<file path="config.mk">
export PLATFORM = sky130hd
export DESIGN_NAME = mem_arbiter
export DESIGN_NICKNAME = d
export VERILOG_FILES = /design/src/rtl/mem_arbiter.sv
export SDC_FILE = /design/constraint.sdc
export NUM_CORES = 1
export LEC_CHECK = 0
export ABC_CLOCK_PERIOD_IN_PS = 2500
export CAP_MARGIN = 20
export CORE_MARGIN = 5
export CORE_UTILIZATION = 38
export DETAILED_ROUTE_END_ITERATION = 10
export MAX_ROUTING_LAYER = met4
export PLACE_DENSITY_LB_ADDON = 0.08
export SLEW_MARGIN = 20
export SYNTH_ARGS = -nofsm -noshare
export SYNTH_HDL_FRONTEND = slang
export SYNTH_SLANG_ARGS = --single-unit
</file>
<file path="constraint.sdc">
create_clock -name clock -period 2.5 [get_ports clock]
set_clock_uncertainty 0.2 [all_clocks]
set_input_delay 0.5 -clock clock [delete_from_list [all_inputs] [get_ports clock]]
set_output_delay 0.5 -clock clock [all_outputs]
set_load 0.01 [all_outputs]
</file>
<file path="src/rtl/mem_arbiter.sv">
// Two-requester (fetch/data) arbiter onto one memory port, one transaction in flight.
// Define ARB_RR_EN for round-robin arbitration; otherwise data has fixed priority.
module mem_arbiter #(
  parameter int ADDR_W = 32,
  parameter int DATA_W = 32
) (
  input  logic                clock,
  input  logic                reset,
  input  logic                ireq_valid,
  output logic                ireq_ready,
  input  logic [ADDR_W-1:0]   ireq_addr,
  output logic                iresp_valid,
  input  logic                iresp_ready,
  output logic [DATA_W-1:0]   iresp_data,
  input  logic                dreq_valid,
  output logic                dreq_ready,
  input  logic [ADDR_W-1:0]   dreq_addr,
  input  logic                dreq_wr,
  input  logic [DATA_W-1:0]   dreq_wdata,
  input  logic [DATA_W/8-1:0] dreq_wstrb,
  output logic                dresp_valid,
  input  logic                dresp_ready,
  output logic [DATA_W-1:0]   dresp_rdata,
  output logic                mem_req_valid,
  output logic [ADDR_W-1:0]   mem_req_addr,
  output logic                mem_req_wr,
  output logic [DATA_W-1:0]   mem_req_wdata,
  output logic [DATA_W/8-1:0] mem_req_wstrb,
  input  logic                mem_resp_valid,
  input  logic [DATA_W-1:0]   mem_resp_rdata
);

  localparam int STRB_W = DATA_W / 8;

  typedef enum logic [1:0] {S_IDLE, S_ISSUE, S_WAIT, S_RESP} state_t;

  state_t              r_state;
  logic                r_owner_d;
  logic                r_mem_req_valid;
  logic [ADDR_W-1:0]   r_addr;
  logic                r_wr;
  logic [DATA_W-1:0]   r_wdata;
  logic [STRB_W-1:0]   r_wstrb;
  logic [DATA_W-1:0]   r_rdata;
  logic                r_iresp_valid;
  logic                r_dresp_valid;

  logic w_idle;
  logic w_pref_d;
  logic w_grant_d;
  logic w_ireq_hs;
  logic w_dreq_hs;
  logic w_resp_hs;

  // Ready is gated by reset so a request presented during reset is never lost.
  assign w_idle    = (r_state == S_IDLE) && !reset;
  assign w_grant_d = dreq_valid && (!ireq_valid || w_pref_d);
  assign w_dreq_hs = w_idle && w_grant_d;
  assign w_ireq_hs = w_idle && ireq_valid && !w_grant_d;
  assign w_resp_hs = (r_iresp_valid && iresp_ready) || (r_dresp_valid && dresp_ready);

`ifdef ARB_RR_EN
  logic r_pref_d;

  // The winner of the last handshake yields on the next simultaneous request.
  always_ff @(posedge clock) begin
    if (reset) begin
      r_pref_d <= 1'b1;
    end else if (w_dreq_hs) begin
      r_pref_d <= 1'b0;
    end else if (w_ireq_hs) begin
      r_pref_d <= 1'b1;
    end
  end

  assign w_pref_d = r_pref_d;
`else
  assign w_pref_d = 1'b1;
`endif

  always_ff @(posedge clock) begin
    if (reset) begin
      r_state         <= S_IDLE;
      r_owner_d       <= 1'b0;
      r_mem_req_valid <= 1'b0;
      r_addr          <= '0;
      r_wr            <= 1'b0;
      r_wdata         <= '0;
      r_wstrb         <= '0;
      r_rdata         <= '0;
      r_iresp_valid   <= 1'b0;
      r_dresp_valid   <= 1'b0;
    end else begin
      case (r_state)
        S_IDLE: begin
          if (w_dreq_hs) begin
            r_addr          <= dreq_addr;
            r_wr            <= dreq_wr;
            r_wdata         <= dreq_wdata;
            r_wstrb         <= dreq_wstrb;
            r_owner_d       <= 1'b1;
            r_mem_req_valid <= 1'b1;
            r_state         <= S_ISSUE;
          end else if (w_ireq_hs) begin
            r_addr          <= ireq_addr;
            r_wr            <= 1'b0;
            r_wdata         <= '0;
            r_wstrb         <= '0;
            r_owner_d       <= 1'b0;
            r_mem_req_valid <= 1'b1;
            r_state         <= S_ISSUE;
          end
        end
        S_ISSUE: begin
          r_mem_req_valid <= 1'b0;
          r_state         <= S_WAIT;
        end
        S_WAIT: begin
          if (mem_resp_valid) begin
            r_rdata       <= r_wr ? '0 : mem_resp_rdata;
            r_iresp_valid <= !r_owner_d;
            r_dresp_valid <= r_owner_d;
            r_state       <= S_RESP;
          end
        end
        S_RESP: begin
          if (w_resp_hs) begin
            r_iresp_valid <= 1'b0;
            r_dresp_valid <= 1'b0;
            r_state       <= S_IDLE;
          end
        end
        default: r_state <= S_IDLE;
      endcase
    end
  end

  assign ireq_ready    = w_ireq_hs;
  assign dreq_ready    = w_dreq_hs;
  assign iresp_valid   = r_iresp_valid;
  assign iresp_data    = r_rdata;
  assign dresp_valid   = r_dresp_valid;
  assign dresp_rdata   = r_rdata;
  assign mem_req_valid = r_mem_req_valid;
  assign mem_req_addr  = r_addr;
  assign mem_req_wr    = r_wr;
  assign mem_req_wdata = r_wdata;
  assign mem_req_wstrb = r_wstrb;

endmodule

</file>
Word level (Yosys, flattened, before mapping)
Index checks and enable logic that the tools add are counted.
Storage, ports and cells
  flip-flop bits (word level): 107
  output and inout port bits: 138
  word-level logic and storage cells: 58
Cells by class
  equal/unequal tests: 6
  mux-type cells: 23
  reduce and logical (&&, ||, !) cells: 19
Operator list (count)
  two-way mux 32 bit: 5
  two-way mux 1 bit: 8
  two-way mux 2 bit: 4
  two-way mux 4 bit: 2
  one-hot mux 2 bit (4 select lines): 1
  logical AND 1 bit: 6
  one-hot mux 1 bit (2 select lines): 3
  AND reduction 2 bit: 3
  AND reduction 3 bit: 2
  nonzero test 2 bit: 3
  == test 2 bit, second input constant: 2
  != test 2 bit, second input constant: 2
  zero test 1 bit: 3
  != test 3 bit, second input constant: 1
  == test 2 x 1 -> 1 bit, second input constant: 1
  zero test 2 bit: 1
  logical OR 1 bit: 1

Depth between registers and ports, before layout
  depth after elaboration: 7
  mapped depth: 8
  gate-level depth less buffers: 7

Least setup slack after synthesis
OpenSTA, ideal clock, no wires.
  path type: register to output
  from: reg r_state[0]
  to: out dreq_ready
  arrival: 1.160 ns
  setup slack: 0.640 ns
  cell stages (with the launch flop): 7
  path through: dfxtp_1 inv_1 ha_1 and2b_4 nand2_4 inv_2 buf_2
On the way
  longest elaborated chain between the ends: 3
Ends and longest elaborated chain
  start: declaration: RTL line 37  | state_t r_state;
  start signal: assignment: RTL line 83  | r_state <= S_IDLE;
  start signal: assignment: RTL line 103  | r_state <= S_ISSUE;
  start signal: assignment: RTL line 111  | r_state <= S_ISSUE;
  zero test 2 bit: RTL line 56  | assign w_idle = (r_state == S_IDLE) && !reset;
  logical AND 1 bit: RTL line 56
  logical AND 1 bit: RTL line 58  | assign w_dreq_hs = w_idle && w_grant_d;
  end: declaration: RTL line 16  | output logic dreq_ready,
Every way passes these cells.

Final worst setup path
  from: reg r_state[1]
  to: out ireq_ready
On the way
  longest elaborated chain between the ends: 4
Ends and longest elaborated chain
  zero test 2 bit: RTL line 56
  logical AND 1 bit: RTL line 56
  logical AND 1 bit (2 in series): RTL line 59  | assign w_ireq_hs = w_idle && ireq_valid && !w_grant_d;
  end: declaration: RTL line 10  | output logic ireq_ready,
Every way passes these cells.

==> key figures <==
Critical path
  • Crit-path max FO: 4
  • Worst path cell trace: inv_1, ha_1, and2b_4, and3b_1, dlygate4sd2_1
  • Largest stage delay, worst path: 0.33 ns
  • Startpoint Class: flop
  • Buffers & Inverters on Critical Path: 2
  • Setup CP Type: reg2out
  • Setup crit end kind: output pin
  • Slowest-stage cell, CP: dfxtp_2
  • Worst endpoint required time: 1.80 ns
  • CP delay by family, top: buffers and inverters
  • WP data arrival: 1.67 ns

Flow run
  • Max Cap Violations: 0

STA
  • Worst Tran Pin Value: 0.758 ns
  • Worst rel slew slack: 49.5%
  • Final min period: 2.37 ns
  • RSZ-0062 raised after global routing: false
  • Setup TNS: 0 ns
  • Period utilization: 94.9%
  • Final max-slew violation count: 0
  • Final hold vios: 0
  • Setup WS post-layout: 0.127 ns
  • Final setup fails: 0
  • F_max: 0.421 GHz
  • Minimum hold slack: 0.303 ns

Synthesis
  • Post-synth EDFFs: 0
  • Top-count cell post-synth: nor2_1
  • Synth Warn #: 0
  • Mapped cell area: 4630 sq um
  • Flop and latch count out of synthesis: 107
  • Largest area contributor in the netlist: dfxtp_1
  • Syn nets: 664
  • Synth top area cells: dfxtp_1 46%, a311oi_2 9.1%, nor2_1 8.7%
  • Top-area cell type share of the netlist area: 46.2%
  • Post-synthesis cell count: 519
  • Ys async rst share: 0%
  • Cell variety after synth: 27
  • Sequential element share of the synthesized area: 46.2%
  • Syn_area_per_cell: 8.93 sq um
  • Top cells by count, synth: 108 x nor2_1, 107 x dfxtp_1, 66 x nand2_1, 39 x a22oi_1, 36 x buf_4
  • Top FF cell, synth: dfxtp_1

Die
  • # IOs: 278
  • Die height: 120 um
  • Initial Utilization: 38.7%
  • Core Region: 12000 sq um
  • # rows: 40
  • Total die area: 14500 sq um
  • Die width: 120 um

Pwr
  • Leakage: 2.77 nW
  • Switching Fraction: 32.2%
  • Pint: 4.17 mW
  • Net Switching: 1.98 mW
  • Clock network power share: 25.1%
  • Sequential Power Share: 35.6%
  • Pwr per Cell Area: 808 nW/um^2
  • Worst VDD drop: 0.000416 V
  • Comb power frac: 39.3%

Finish
  • Share of layout cells above drive strength 1: 9.30%
  • Fill count: 1027
  • Area grow syn2layout: 64.1%
  • # diodes: 0
  • Area of the multi-input gates: 2030 sq um
  • Layout net count: 893
  • Design area: 7610 sq um
  • Register area: 2140 sq um

Route
  • Routed wire length per instance: 16.3 um
  • Routed vias/inst: 5.05
  • Starting DRT DRC Count: 226
  • Drt pass-1 iters: 5
  • Drt drc: 0
  • Vias: 4544
  • Total wire length: 14700 um
  • Antenna-violating nets left: 0

Min path
  • Worst min-delay path class: reg2reg

CTS
  • Root Buffer Master: clkbuf_16
  • Worst-path clk slew: 0.07 ns
  • CTS tree: built
  • Setup Buffers After CTS: 0
  • CTS buffer count: 9
  • Max Root-Sink Buffers: 2
  • Htree depth: 3
  • Clk_lat worst skew: 0.34 ns
  • # hold bufs at CTS: 0
  • Clk sinks: 107

Place
  • Gp weighted congestion: 0.795
  • DP HPWL: 10900 um
  • Place WS: 0.00562 ns
  • Placed cell area: 7280 sq um
  • Port bufs: 277

Global route
  • Vias in the first global route: 4438
  • Initial antenna violation count: 0
  • Gr usage total: 19.8%
  • First-pass GRT wire length: 22400 um
  • Largest net degree at the start of global routing: 56
  • Gr ovfl total: 0

Run status
  • Outcome: finished clean
-- routing by layer --
| metal | vias up | track usage [%] | routed length, um |
|---|---|---|---|
| li1 | 2216 | - | - |
| met1 | 2114 | 22.0 | 5710 |
| met2 | 188 | 33.3 | 7280 |
| met3 | 26 | 5.66 | 1230 |
| met4 | 0 | 8.43 | 433 |
| met5 | - | - | 0 |
-- placed cells by master, fill, tap and decap left out, drive strengths merged, types with 3 or more instances in the layout --
cell type        n
ha               5
nor3b           33
buf             16
nor2           109
clkdlybuf4s50  274
a22oi           39
clkbuf          10
nor2b            3
nand2           67
dfxtp          107
inv              4
a311oi          33
a21oi           35
-- registers in the layout, summed over array words and instances, names as in the netlist --
register       cells
r_owner_d          1
dresp_valid        1
iresp_valid        1
mem_req_wr         1
mem_req_addr      32
dresp_rdata       32
mem_req_wdata     32
mem_req_wstrb      4
mem_req_valid      1
r_state            2
-- repair_timing --
action / in CTS / in global routing
cloned: 0 / 0
gates resized for setup: 2 / 2
endpoints found under the setup margin: 2 / 1
-- through the flow --
step / std cells / total power [mW] / util, %
3_5_place_dp: 884 / 4.66 / 60.8
3_3_place_gp: 884 / 4.58 / 60.8
6_report: 900 / 6.15 / 63.6
5_1_grt: 900 / 6.51 / 63.6
4_1_cts: 900 / 6.22 / 63.6
2_1_floorplan: 519 / 3.58 / -
-- power groups by stage --
stage | clock (mW) | combinational, mW | sequential [mW]
detailed placement | 0 | 2.44 | 2.22
CTS | 1.58 | 2.45 | 2.19
floorplan | 0 | 1.26 | 2.32
finish | 1.54 | 2.41 | 2.19
global placement | 0 | 2.38 | 2.20
global route | 1.67 | 2.62 | 2.23
-- worst paths after layout --
path / startpoint / endpoint / slack, ns / cells past startpoint
setup / recovery: r_state[1]$_SDFFE_PP0P_ / ireq_ready / 0.13 / 5
hold / removal: mem_req_wdata[7]$_SDFFE_PP0P_ / mem_req_wdata[7]$_SDFFE_PP0P_ / 0.30 / 2
setup reg to reg: r_state[1]$_SDFFE_PP0P_ / mem_req_addr[18]$_SDFFE_PP0P_ / 0.43 / 8
hold reg to reg: mem_req_wdata[7]$_SDFFE_PP0P_ / mem_req_wdata[7]$_SDFFE_PP0P_ / 0.30 / 2
-- logic make-up (layout without fill, tap and decap cells) --
kind of cell | after synthesis | in the layout | share of synthesized area (%)
simple gates | 214 | 214 | 20.7
compound gates | 113 | 113 | 21.2
flops | 107 | 107 | 46.2
buf+inv | 78 | 312 | 10.2
fa+ha+maj | 5 | 5 | 1.35
mux | 2 | 2 | 0.432
-- layout make-up --
type | instances | share of cell area [%]
clock buffers | 10 | 3.14
clock inverters | 6 | 1.17
multi-input cells | 334 | 26.7
inverters | 4 | 0.197
flip-flops and latches | 107 | 28.2
repair buffers | 292 | 38.2
well taps | 147 | 2.42
-- worst reg2reg max path, stage by stage, from the launching register on --
cell and delay (ns):
dfxtp_2 0.33, inv_1 0.12, ha_1 0.20, and2b_4 0.20, nand2_4 0.06, inv_2 0.06, buf_4 0.35, nand2_1 0.14
a311oi_2 0.29
(Power assumes the default switching activity.)
